### src/rtl/display_scan_ctrl_pkg.sv
// -----------------------------------------------------------------------------
// display_pkg
// Shared types and constants for the 8-digit 7-segment display scan controller.
//   digit_t        - one BCD/hex digit (one nibble of the 32-bit digit word)
//   scan_state_t   - scan FSM states: display off, anti-ghost guard, anode on
//   MAX_DIGITS     - physical digit count of the display (width of anodes)
//   anode_onehot() - active-high one-hot anode pattern for a digit index
// -----------------------------------------------------------------------------
package display_pkg;

  typedef logic [3:0] digit_t;

  typedef enum logic [1:0] {
    S_OFF,
    S_GUARD,
    S_ON
  } scan_state_t;

  localparam int MAX_DIGITS = 8;

  function automatic logic [MAX_DIGITS-1:0] anode_onehot(input logic [2:0] sel);
    anode_onehot      = '0;
    anode_onehot[sel] = 1'b1;
  endfunction

endpackage

### src/rtl/display_scan_ctrl_if.sv
// -----------------------------------------------------------------------------
// display_scan_ctrl_if
// Bundles the producer handshake and the display-side outputs of the scan
// controller.
//   enable      - 1 = scan, 0 = display off (driven by master)
//   digits_in   - new 32-bit digit word, nibble i = digit i (driven by master)
//   load_valid  - producer offers digits_in (driven by master)
//   load_ready  - controller accepts digits_in this cycle (driven by slave)
//   digits_out  - shadow digit word for the digit mux (driven by slave)
//   digit_sel   - current slot index, digit mux select (driven by slave)
//   anodes      - active-low one-hot anode enables (driven by slave)
//   frame_tick  - 1-cycle pulse at the end of the last slot (driven by slave)
// Modports: master = producer/consumer side, slave = the controller.
// -----------------------------------------------------------------------------
interface display_scan_ctrl_if;
  import display_pkg::*;

  logic                  enable;
  logic [31:0]           digits_in;
  logic                  load_valid;
  logic                  load_ready;
  logic [31:0]           digits_out;
  logic [2:0]            digit_sel;
  logic [MAX_DIGITS-1:0] anodes;
  logic                  frame_tick;

  modport master (
    output enable, digits_in, load_valid,
    input  load_ready, digits_out, digit_sel, anodes, frame_tick
  );

  modport slave (
    input  enable, digits_in, load_valid,
    output load_ready, digits_out, digit_sel, anodes, frame_tick
  );

endinterface

### src/rtl/display_scan_ctrl_prescaler.sv
// -----------------------------------------------------------------------------
// scan_prescaler
// Slot timer for the display scan. Down-counter that reloads to REFRESH_DIV-1;
// the counter value is the number of cycles left in the current slot, so the
// elapsed count within the slot is REFRESH_DIV-1-cnt.
// Ports:
//   clk, rst_n  - clock, asynchronous active-low reset
//   clr         - restart the slot (elapsed count 0 in the next cycle)
//   tc          - last cycle of the slot (elapsed == REFRESH_DIV-1)
//   guard_last  - last cycle of the guard window (elapsed == GUARD_CYCLES-1)
// Requires GUARD_CYCLES >= 1 and REFRESH_DIV >= GUARD_CYCLES+2.
// -----------------------------------------------------------------------------
module scan_prescaler #(
  parameter int REFRESH_DIV  = 100000,
  parameter int GUARD_CYCLES = 8
) (
  input  logic clk,
  input  logic rst_n,
  input  logic clr,
  output logic tc,
  output logic guard_last
);

  localparam int CW = (REFRESH_DIV > 1) ? $clog2(REFRESH_DIV) : 1;
  localparam logic [CW-1:0] LOAD_VAL       = CW'(REFRESH_DIV - 1);
  localparam logic [CW-1:0] GUARD_LAST_VAL = CW'(REFRESH_DIV - GUARD_CYCLES);

  logic [CW-1:0] cnt_q, cnt_d;

  always_comb begin
    cnt_d = cnt_q - CW'(1);
    if (clr || (cnt_q == '0)) begin
      cnt_d = LOAD_VAL;
    end
  end

  always_ff @(posedge clk or negedge rst_n) begin
    if (!rst_n) begin
      cnt_q <= LOAD_VAL;
    end else begin
      cnt_q <= cnt_d;
    end
  end

  assign tc         = (cnt_q == '0);
  assign guard_last = (cnt_q == GUARD_LAST_VAL);

endmodule

### src/rtl/display_scan_ctrl.sv
// -----------------------------------------------------------------------------
// display_scan_ctrl
// Time-division scan scheduler for the 8-digit 7-segment display. Each digit
// gets a slot of REFRESH_DIV cycles; the first GUARD_CYCLES of every slot keep
// all anodes dark to avoid ghosting. The digit word shown is a shadow copy that
// only changes at frame boundaries (or immediately while the display is off),
// so a frame never mixes old and new digits.
// Ports:
//   clk    - system clock
//   rst_n  - asynchronous active-low reset
//   bus    - display_scan_ctrl_if.slave (enable, load handshake, digit word,
//            digit_sel, anodes, frame_tick)
// Parameters: REFRESH_DIV, GUARD_CYCLES, NUM_DIGITS (1..8, unused anodes high).
// Build option: define DISPLAY_LZB_EN for leading-zero blanking (digit i>0
// stays dark while it and every more significant digit is zero).
// -----------------------------------------------------------------------------
module display_scan_ctrl
  import display_pkg::*;
#(
  parameter int REFRESH_DIV  = 100000,
  parameter int GUARD_CYCLES = 8,
  parameter int NUM_DIGITS   = 8
) (
  input logic                clk,
  input logic                rst_n,
  display_scan_ctrl_if.slave bus
);

  scan_state_t           state_q, state_d;
  logic [2:0]            sel_q, sel_d;
  logic                  pend_full_q, pend_full_d;
  logic [31:0]           pend_q, pend_d;
  logic [31:0]           digits_q, digits_d;

  logic                  presc_clr;
  logic                  tc;
  logic                  guard_last;
  logic                  slot_end;
  logic                  last_slot;
  logic                  frame_end;
  logic                  load_ready;
  logic                  accept;
  logic                  transfer;
  logic [MAX_DIGITS-1:0] lit_mask;
  logic [MAX_DIGITS-1:0] anode_en;

  // Slot timer is held at the slot start whenever the display is off or about
  // to switch off, so a restart always begins with a full guard window.
  assign presc_clr = !bus.enable || (state_q == S_OFF);

  scan_prescaler #(
    .REFRESH_DIV  (REFRESH_DIV),
    .GUARD_CYCLES (GUARD_CYCLES)
  ) u_prescaler (
    .clk        (clk),
    .rst_n      (rst_n),
    .clr        (presc_clr),
    .tc         (tc),
    .guard_last (guard_last)
  );

  assign slot_end  = tc && (state_q == S_ON);
  assign last_slot = (sel_q == 3'(NUM_DIGITS - 1));
  assign frame_end = slot_end && last_slot;

  // ---------------------------------------------------------------------------
  // Scan FSM and digit counter
  // ---------------------------------------------------------------------------
  always_comb begin
    state_d = state_q;
    sel_d   = sel_q;
    if (!bus.enable) begin
      state_d = S_OFF;
      sel_d   = 3'd0;
    end else begin
      unique case (state_q)
        S_OFF: begin
          state_d = S_GUARD;
          sel_d   = 3'd0;
        end
        S_GUARD: begin
          if (guard_last) begin
            state_d = S_ON;
          end
        end
        S_ON: begin
          if (tc) begin
            state_d = S_GUARD;
            sel_d   = last_slot ? 3'd0 : sel_q + 3'd1;
          end
        end
        default: begin
          state_d = S_OFF;
          sel_d   = 3'd0;
        end
      endcase
    end
  end

  // ---------------------------------------------------------------------------
  // Load path: one pending word, copied to the shadow register at frame end.
  // While off nothing is being scanned, so the copy happens straight away.
  // At frame end the pending slot frees up in the same cycle, which is why a
  // new word can be accepted in the frame_tick cycle.
  // ---------------------------------------------------------------------------
  assign load_ready = !pend_full_q || frame_end;
  assign accept     = bus.load_valid && load_ready;
  assign transfer   = pend_full_q && (frame_end || (state_q == S_OFF));

  always_comb begin
    digits_d    = digits_q;
    pend_d      = pend_q;
    pend_full_d = pend_full_q;
    if (transfer) begin
      digits_d    = pend_q;
      pend_full_d = 1'b0;
    end
    if (accept) begin
      pend_d      = bus.digits_in;
      pend_full_d = 1'b1;
    end
  end

  always_ff @(posedge clk or negedge rst_n) begin
    if (!rst_n) begin
      state_q     <= S_OFF;
      sel_q       <= 3'd0;
      pend_full_q <= 1'b0;
      pend_q      <= '0;
      digits_q    <= '0;
    end else begin
      state_q     <= state_d;
      sel_q       <= sel_d;
      pend_full_q <= pend_full_d;
      pend_q      <= pend_d;
      digits_q    <= digits_d;
    end
  end

  // ---------------------------------------------------------------------------
  // Per-digit lit mask. Digits beyond NUM_DIGITS never light.
  // ---------------------------------------------------------------------------
`ifdef DISPLAY_LZB_EN
  // upper_nz[i] = some digit in i..NUM_DIGITS-1 is non-zero
  logic [MAX_DIGITS:0] upper_nz;
  assign upper_nz[MAX_DIGITS] = 1'b0;
`endif

  genvar gi;
  generate
    for (gi = 0; gi < MAX_DIGITS; gi++) begin : g_lit
      if (gi >= NUM_DIGITS) begin : g_unused
        assign lit_mask[gi] = 1'b0;
`ifdef DISPLAY_LZB_EN
        assign upper_nz[gi] = 1'b0;
`endif
      end else begin : g_used
`ifdef DISPLAY_LZB_EN
        digit_t nib;
        assign nib          = digits_q[4*gi +: 4];
        assign upper_nz[gi] = (nib != 4'h0) || upper_nz[gi+1];
        if (gi == 0) begin : g_lsd
          assign lit_mask[gi] = 1'b1;
        end else begin : g_blank
          assign lit_mask[gi] = upper_nz[gi];
        end
`else
        assign lit_mask[gi] = 1'b1;
`endif
      end
    end
  endgenerate

  // Anodes decode directly from the registered state/select, so they follow
  // the FSM with no extra lag. Blanked digits still occupy their slot.
  assign anode_en = (state_q == S_ON) ? (anode_onehot(sel_q) & lit_mask) : '0;

  assign bus.anodes     = ~anode_en;
  assign bus.digit_sel  = sel_q;
  assign bus.digits_out = digits_q;
  assign bus.frame_tick = frame_end;
  assign bus.load_ready = load_ready;

endmodule
### src/flat_wrapper.sv
// flat-port wrapper written by rule: the top's interface ports become plain ports
module display_scan_ctrl_flat import display_pkg::*;
#(
  parameter int REFRESH_DIV  = 100000,
  parameter int GUARD_CYCLES = 8,
  parameter int NUM_DIGITS   = 8
)
  (clk, rst_n, bus_enable, bus_digits_in, bus_load_valid, bus_load_ready, bus_digits_out, bus_digit_sel, bus_anodes, bus_frame_tick);
  display_scan_ctrl_if bus_i ();
  input logic clk;
  input logic rst_n;
  input wire logic [$bits(bus_i.enable)-1:0] bus_enable;
  input wire logic [$bits(bus_i.digits_in)-1:0] bus_digits_in;
  input wire logic [$bits(bus_i.load_valid)-1:0] bus_load_valid;
  output wire logic [$bits(bus_i.load_ready)-1:0] bus_load_ready;
  output wire logic [$bits(bus_i.digits_out)-1:0] bus_digits_out;
  output wire logic [$bits(bus_i.digit_sel)-1:0] bus_digit_sel;
  output wire logic [$bits(bus_i.anodes)-1:0] bus_anodes;
  output wire logic [$bits(bus_i.frame_tick)-1:0] bus_frame_tick;
  assign bus_i.enable = bus_enable;
  assign bus_i.digits_in = bus_digits_in;
  assign bus_i.load_valid = bus_load_valid;
  assign bus_load_ready = bus_i.load_ready;
  assign bus_digits_out = bus_i.digits_out;
  assign bus_digit_sel = bus_i.digit_sel;
  assign bus_anodes = bus_i.anodes;
  assign bus_frame_tick = bus_i.frame_tick;
  display_scan_ctrl #(.REFRESH_DIV(REFRESH_DIV), .GUARD_CYCLES(GUARD_CYCLES), .NUM_DIGITS(NUM_DIGITS)) u_core (.clk(clk), .rst_n(rst_n), .bus(bus_i));
endmodule
### config.mk
export PLATFORM = sky130hd
export DESIGN_NAME = display_scan_ctrl_flat
export DESIGN_NICKNAME = d
export VERILOG_FILES = /design/src/rtl/display_scan_ctrl_pkg.sv /design/src/rtl/display_scan_ctrl_if.sv /design/src/rtl/display_scan_ctrl_prescaler.sv /design/src/rtl/display_scan_ctrl.sv /design/src/flat_wrapper.sv
export SDC_FILE = /design/constraint.sdc
export NUM_CORES = 1
export LEC_CHECK = 0
export BUFFER_PORTS_ARGS = -buffer_cell sky130_fd_sc_hd__buf_2
export CAP_MARGIN = 15
export CORE_MARGIN = 3
export CORE_UTILIZATION = 35
export CTS_CLUSTER_DIAMETER = 60
export CTS_CLUSTER_SIZE = 30
export DETAILED_ROUTE_END_ITERATION = 10
export REMOVE_ABC_BUFFERS = 1
export SLEW_MARGIN = 5
export SYNTH_ARGS = -nofsm -noshare
export SYNTH_HDL_FRONTEND = slang
export SYNTH_SLANG_ARGS = --single-unit
export TNS_END_PERCENT = 50
### constraint.sdc
create_clock -name clk -period 2.77 [get_ports clk]
set_clock_uncertainty 0.15 [all_clocks]
set_input_delay 0.831 -clock clk [delete_from_list [all_inputs] [get_ports clk]]
set_output_delay 0.831 -clock clk [all_outputs]
set_load 0.05 [all_outputs]
==> summary.txt, run 1 <==
Run status
  • Status: finished with violations
  • Violated checks: negative setup slack

Logic synthesis
  • Synthesized area: 3830 um2
  • Main area contributors after synthesis: dfrtp_1 50%, mux2_2 14%, dfstp_2 6.9%, mux2_1 4.4%, xor2_1 2.3%
  • Register area share after synthesis: 57.2%
  • Distinct cells, synth: 46
  • Share of the synthesized area in the top cell type: 50.3%
  • Post-Syn Instances: 288
  • Number of synthesized register bits: 87
  • Mapped Avg Cell Area: 13.3 um2
  • Yosys warns: 0
  • Cell taking the most area after synthesis: dfrtp_1

Power and ir drop
  • Leak: 2.05 nW
  • Max VDD drop: 0.415 mV
  • Power per cell area: 825 nW/um2

STA
  • Max Freq: 359 MHz
  • Setup violators final: 1
  • Least-Margin Pin Slew: 0.689 ns
  • Period Utilization, post-route: 101%
  • Fin. max-slew vios: 0
  • RSZ-0062 raised after global routing: true
  • Setup TNS: -0.0180 ns
  • Worst rel slew slack: 54.1%
  • Final hold vios: 0
  • Final Worst Setup Slack: -0.0180 ns
  • Final period demand of the worst path: 2.79 ns

Job
  • MaxCap Viol Count: 0

Global route
  • Initial antenna violation count: 0
  • GR Overflow Total: 0
  • Largest net degree at the start of global routing: 51
  • Total track usage: 12.9%
  • Vias in the first global route: 2704
  • First-pass GRT wire length: 13000 um

Route
  • TritonRoute pass-1 iters: 4
  • Vias: 2612
  • Number of vias per cell: 4.97
  • WL per Instance: 14.7 um
  • DRC Markers: 0
  • Initial DRC count: 97
  • Remaining antenna violation count: 0
  • WL final: 7740 um

Floorplanning
  • Starting density of the core: 36.6%
  • # IOs: 81
  • CORE AREA: 10500 um2
  • Die Y: 111 um
  • Row count: 37
  • DIE WIDTH: 111 um
  • Die ar.: 12200 um2

Worst setup path
  • CP arrival: 1.81 ns
  • Reg-to-Reg Start: u_core.u_prescaler.cnt_q[11]$_DFF_PN0_
  • Data required, critical path: 1.79 ns
  • R2R Setup Slk: 0.25 ns
  • CP max FO: 4
  • Worst Setup EP: bus_frame_tick
  • Crit start category: flip-flop
  • Crit. End Element: output port
  • R2r endpoint: u_core.pend_q[15]$_DFFE_PN0P_
  • Worst R2R Path Depth: 7
  • Crit Path Class: reg -> out
  • Critical path launch point: u_core.u_prescaler.cnt_q[11]$_DFF_PN0_

Final layout
  • Fillers: 1010
  • N_diodes: 0
  • Area of the multi-input gates: 1580 um2
  • Nets: 425
  • Area Growth Syn to Fin: 23.0%
  • FF+latch area: 2190 um2
  • Layout cells sized above 1: 49.0%
  • Finished Core Util: 45.0%

Place
  • DP HPWL: 5190 um
  • Placer Congestion: 0.847
  • IO buf count: 80

Clock network
  • Hold-fix buffers, CTS: 0
  • Reg clk slew, reported paths: 0.08 ns
  • CTS HTree Levels: 3
  • CTS tree: yes
  • Clock Path Buffers: 2
  • Cts bufs inserted: 9
  • CTS sink cnt: 87
  • Clk Latency, worst-skew pair: 0.34 ns
  • Clock Root Buffer: clkbuf_8

Worst hold path
  • Worst min path class: in -> async
==> report_power, final <==
part	leakage, nW	internal, mW	switching, mW	total (mW)
sequential	1.02	1.60	0.152	1.75
combinational	0.938	0.424	0.980	1.40
clock	0.0866	0.319	0.418	0.737
==> cell type report <==
| cell class | count | share of cell area, % |
|---|---|---|
| clock buffer | 11 | 2.79 |
| clock inverter | 5 | 0.531 |
| inverter | 6 | 0.478 |
| multi-input combinational | 184 | 33.6 |
| sequential | 87 | 46.6 |
| tap | 136 | 3.61 |
| timing repair buffer | 97 | 12.4 |
==> placed cells by master (no fill, tap or decap), drive strengths merged, types with 2 or more instances in the layout <==
master	n
nor3	8
nand3b	4
dfstp	10
o21ai	5
nand4b	2
nand4	6
buf	97
mux2	64
nor2	16
nand2	21
xnor2	3
a21oi	2
ha	4
clkinv	5
and3	2
a31oi	2
nor2b	4
o31ai	3
nor4	3
nand3	9
clkbuf	11
dfrtp	77
inv	6
xor2	10
==> metal layers <==
layer,vias up,share of wire [%],track usage [%],routed length [um]
met2,63,50,21.7,3870
met5,-,0,0,0
met3,16,5.5,4.22,429
met1,1314,42,15.4,3280
li1,1219,-,-,-
met4,0,2.0,5.01,155
==> Yosys cell counts (all sizes together) <==
master	n
a211o	1
dfrtp	77
clkbuf	5
a31oi	2
dfstp	10
a21boi	1
and3	2
and4	1
or2	1
nor3b	1
xor2	10
o32ai	1
ha	4
nor2	16
o41ai	1
nor3	8
nand3b	4
xnor2	3
nand4b	2
o21a	1
nor4	3
and2	1
o221a	1
and3b	1
nor4b	1
o21ai	5
inv	6
a21oi	2
nand2	21
o221ai	1
or4	1
nand3	9
a311oi	1
or4b	1
o31ai	3
buf	6
nor2b	4
nand4	6
mux2	64
==> sequential cells by signal (all words and copies together) (netlist names) <==
register	count
u_core.u_prescaler.cnt_q	17
u_core.bus.digits_out	32
u_core.bus.digit_sel	3
u_core.pend_q	32
u_core.state_q	2
u_core.pend_full_q	1
==> logic make-up (layout without fill, tap and decap cells) <==
| kind of cell | count (synthesis) | after routing | synth area share (%) |
|---|---|---|---|
| xor+xnor | 13 | 13 | 2.97 |
| buf+inv | 17 | 119 | 2.84 |
| mux | 64 | 64 | 18.8 |
| simple gates | 83 | 83 | 12.4 |
| compound gates | 20 | 20 | 4.51 |
| fa+ha+maj | 4 | 4 | 1.31 |
| flops | 87 | 87 | 57.2 |
==> repair_timing <==
action	4_1_cts	5_1_grt
pin swaps	2	5
gates resized for setup	9	11
endpoints found under the setup margin	3	7
buffers inserted	3	4
==> worst max-delay path, cell delays in order (launching register included) <==
cell and delay [ns]:
dfrtp_1 0.42, nor4_4 0.32, nand3_2 0.18, or2_4 0.30, nor2_4 0.10, buf_8 0.15
==> how the worst min path moves through the flow <==
stage	depth (start not counted)	end	slack, ns	startpoint
2_1_floorplan	1	u_core.u_prescaler.cnt_q[0]$_DFF_PN1_	0.29	u_core.u_prescaler.cnt_q[0]$_DFF_PN1_
3_3_place_gp	1	u_core.u_prescaler.cnt_q[0]$_DFF_PN1_	0.31	u_core.u_prescaler.cnt_q[0]$_DFF_PN1_
3_5_place_dp	1	u_core.u_prescaler.cnt_q[0]$_DFF_PN1_	0.31	u_core.u_prescaler.cnt_q[0]$_DFF_PN1_
4_1_cts	1	u_core.bus.digit_sel[0]$_DFFE_PN0P_	0.31	rst_n
5_1_grt	1	u_core.bus.digits_out[5]$_DFFE_PN0P_	0.32	rst_n
6_report	1	u_core.bus.digits_out[5]$_DFFE_PN0P_	0.30	rst_n
==> stage by stage <==
step,total power [mW],hold WS [ns],area [um2],cells,worst slack (ns)
2_1_floorplan,2.81,0.292,3740,277,-0.707
3_3_place_gp,3.16,0.309,4430,503,0.170
3_5_place_dp,3.19,0.312,4430,503,0.151
4_1_cts,3.96,0.310,4640,522,-0.0342
5_1_grt,4.12,0.315,4710,526,-0.123
6_report,3.89,0.304,4710,526,-0.0180
Note: power is estimated with default switching activity, not from simulation.
==> run 2, diff against run 1 <==
- RECOVER_POWER: not set -> 50
- SKIP_CTS_REPAIR_TIMING: not set -> 1
==> summary.txt, run 2 (synthesis gave the netlist of run 1 again) <==
Run status
  • Status: finished with violations
  • Violated checks: negative setup slack

Final layout
  • Most common library cell in the layout ignoring fill and taps: buf_2
  • Nets: 423 (-0.47%)
  • Finished Core Util: 44.7% (-0.30 points)
  • Layout cells sized above 1: 49.0% (about the same)
  • N_diodes: 0 (unchanged)
  • Area Growth Syn to Fin: 22.2%
  • Most frequent cells in the layout: 77 x buf_2, 72 x dfrtp_1, 49 x mux2_2
  • Final Non-Filler Cells: 524 (-0.38%)

Worst setup path
  • CP arrival: 1.85 ns (+0.04 ns)
  • Critical path launch point: u_core.u_prescaler.cnt_q[14]$_DFF_PN0_
  • Crit. End Element: output port
  • Crit Path Class: reg -> out
  • Crit start category: flip-flop
  • CP max FO: 5 (+1)
  • Data required, critical path: 1.79 ns (about the same)
  • Reg-to-Reg Start: u_core.u_prescaler.cnt_q[14]$_DFF_PN0_

Power and ir drop
  • Power per cell area: 830 nW/um2 (+0.56%)
  • Max VDD drop: 0.415 mV (about the same)
  • Leak: 2.03 nW (-0.90%)
  • Power, Total: 3.88 mW (-0.11%)

Route
  • Number of vias per cell: 4.94 (-0.62%)
  • WL per Instance: 14.8 um (+0.60%)
  • Remaining antenna violation count: 0 (unchanged)
  • Initial DRC count: 94 (-3.1%)
  • Top sig layer: met4
  • WL final: 7750 um (+0.22%)
  • Met3 Wirelength: 442 um (+3.0%)
  • TritonRoute pass-1 iters: 4 (unchanged)
  • DRC Markers: 0 (unchanged)
  • Wl on met1: 3280 um (+0.15%)
  • Met2 wire len: 3930 um (+1.4%)
  • Vias: 2586 (-1.0%)

Floorplanning
  • # IOs: 81 (unchanged)
  • Die Y: 111 um (unchanged)
  • CORE AREA: 10500 um2 (unchanged)
  • Starting density of the core: 36.6% (unchanged)
  • DIE WIDTH: 111 um (unchanged)
  • Die ar.: 12200 um2 (unchanged)
  • Row count: 37 (unchanged)

Clock network
  • Cts bufs inserted: 9 (unchanged)
  • CTS tree: yes
  • CTS HTree Levels: 3 (unchanged)
  • CTS sink cnt: 87 (unchanged)
  • Reg clk slew, reported paths: 0.08 ns (about the same)
  • Clock Root Buffer: clkbuf_8
  • Clock Path Buffers: 2 (unchanged)
  • Clk Latency, worst-skew pair: 0.34 ns (about the same)

Worst hold path
  • Hold Crit Start: u_core.pend_q[11]$_DFFE_PN0P_
  • Worst min path class: reg -> reg

Place
  • Placer Congestion: 0.847 (unchanged)
  • Setup WS pre-CTS: 0.151 ns (unchanged)
  • IO buf count: 80 (unchanged)
  • DP HPWL: 5190 um (unchanged)
  • Placed insts: 503 (unchanged)

STA
  • Max Freq: 353 MHz (-1.5%)
  • Fin. max-slew vios: 0 (unchanged)
  • Setup TNS: -0.0602 ns (-0.0421 ns)
  • RSZ-0062 raised after global routing: true
  • Final Worst Setup Slack: -0.0602 ns (-0.0421 ns)
  • Setup violators final: 1 (unchanged)
  • Least-Margin Pin Slew: 1.20 ns (+0.512 ns)
  • Worst rel slew slack: 20.0% (-34 points)
  • Final period demand of the worst path: 2.83 ns (+0.0421 ns)
  • Final hold vios: 0 (unchanged)
  • Period Utilization, post-route: 102% (+1.5 points)

Global route
  • First-pass GRT wire length: 12800 um (-1.6%)
  • Vias in the first global route: 2658 (-1.7%)
  • Total track usage: 12.7% (-0.21 points)
  • Initial antenna violation count: 0 (unchanged)
  • Largest net degree at the start of global routing: 51 (unchanged)
  • GR Overflow Total: 0 (unchanged)

Job
  • MaxCap Viol Count: 0 (unchanged)
[run 2: cell count changes in the layout (fill, tap and decap cells not counted)]
cell / change
clkbuf_2: +2
buf_4: -3
dfrtp_2: +1
dfrtp_1: -1
buf_12: -1
[run 2: per-layer routing]
metal | vias to the layer above | GRT usage (%)
li1 | 1216 | -
met1 | 1293 | 15.3
met3 | 10 | 4.22
met4 | 0 | 4.43
met5 | - | 0
met2 | 67 | 21.4
[run 2: stage by stage]
stage / area, um2 / hold WS, ns
global route: 4680 / 0.356
CTS: 4590 / 0.310
global placement: 4430 / 0.309
floorplan: 3740 / 0.292
detailed placement: 4430 / 0.312
finish: 4680 / 0.334
[run 2: cell type report]
| class | count | area (um2) |
|---|---|---|
| Multi-Input combinational cell | 184 | 1580 |
| Clock inverter | 5 | 25.0 |
| Clock buffer | 11 | 131 |
| Timing Repair Buffer | 95 | 552 |
| Tap cell | 136 | 170 |
| Fill cell | 1012 | 5780 |
| Sequential cell | 87 | 2200 |
| Inverter | 6 | 22.5 |
[run 2: path summary, 6_finish.rpt]
check / endpoint / slack [ns] / cells past startpoint
min reg2reg: u_core.pend_q[11]$_DFFE_PN0P_ / 0.33 / 1
max in group asynchronous: u_core.pend_q[26]$_DFFE_PN0P_ / 0.29 / 2
max reg2reg: u_core.pend_q[15]$_DFFE_PN0P_ / 0.21 / 7
min: u_core.pend_q[11]$_DFFE_PN0P_ / 0.33 / 1
max: bus_frame_tick / -0.06 / 5
min in group asynchronous: u_core.bus.digits_out[5]$_DFFE_PN0P_ / 0.48 / 1
[run 2: power by group]
part           internal (mW)  switching [mW]
Combinational          0.421           0.979
Sequential              1.60           0.152
Clock                  0.319           0.417
[run 2: worst max-delay path: stages (launching register included)]
cell,delay (ns)
dfrtp_1,0.43
nor4_4,0.32
nand3_2,0.19
or2_4,0.31
nor2_4,0.10
buf_8,0.15
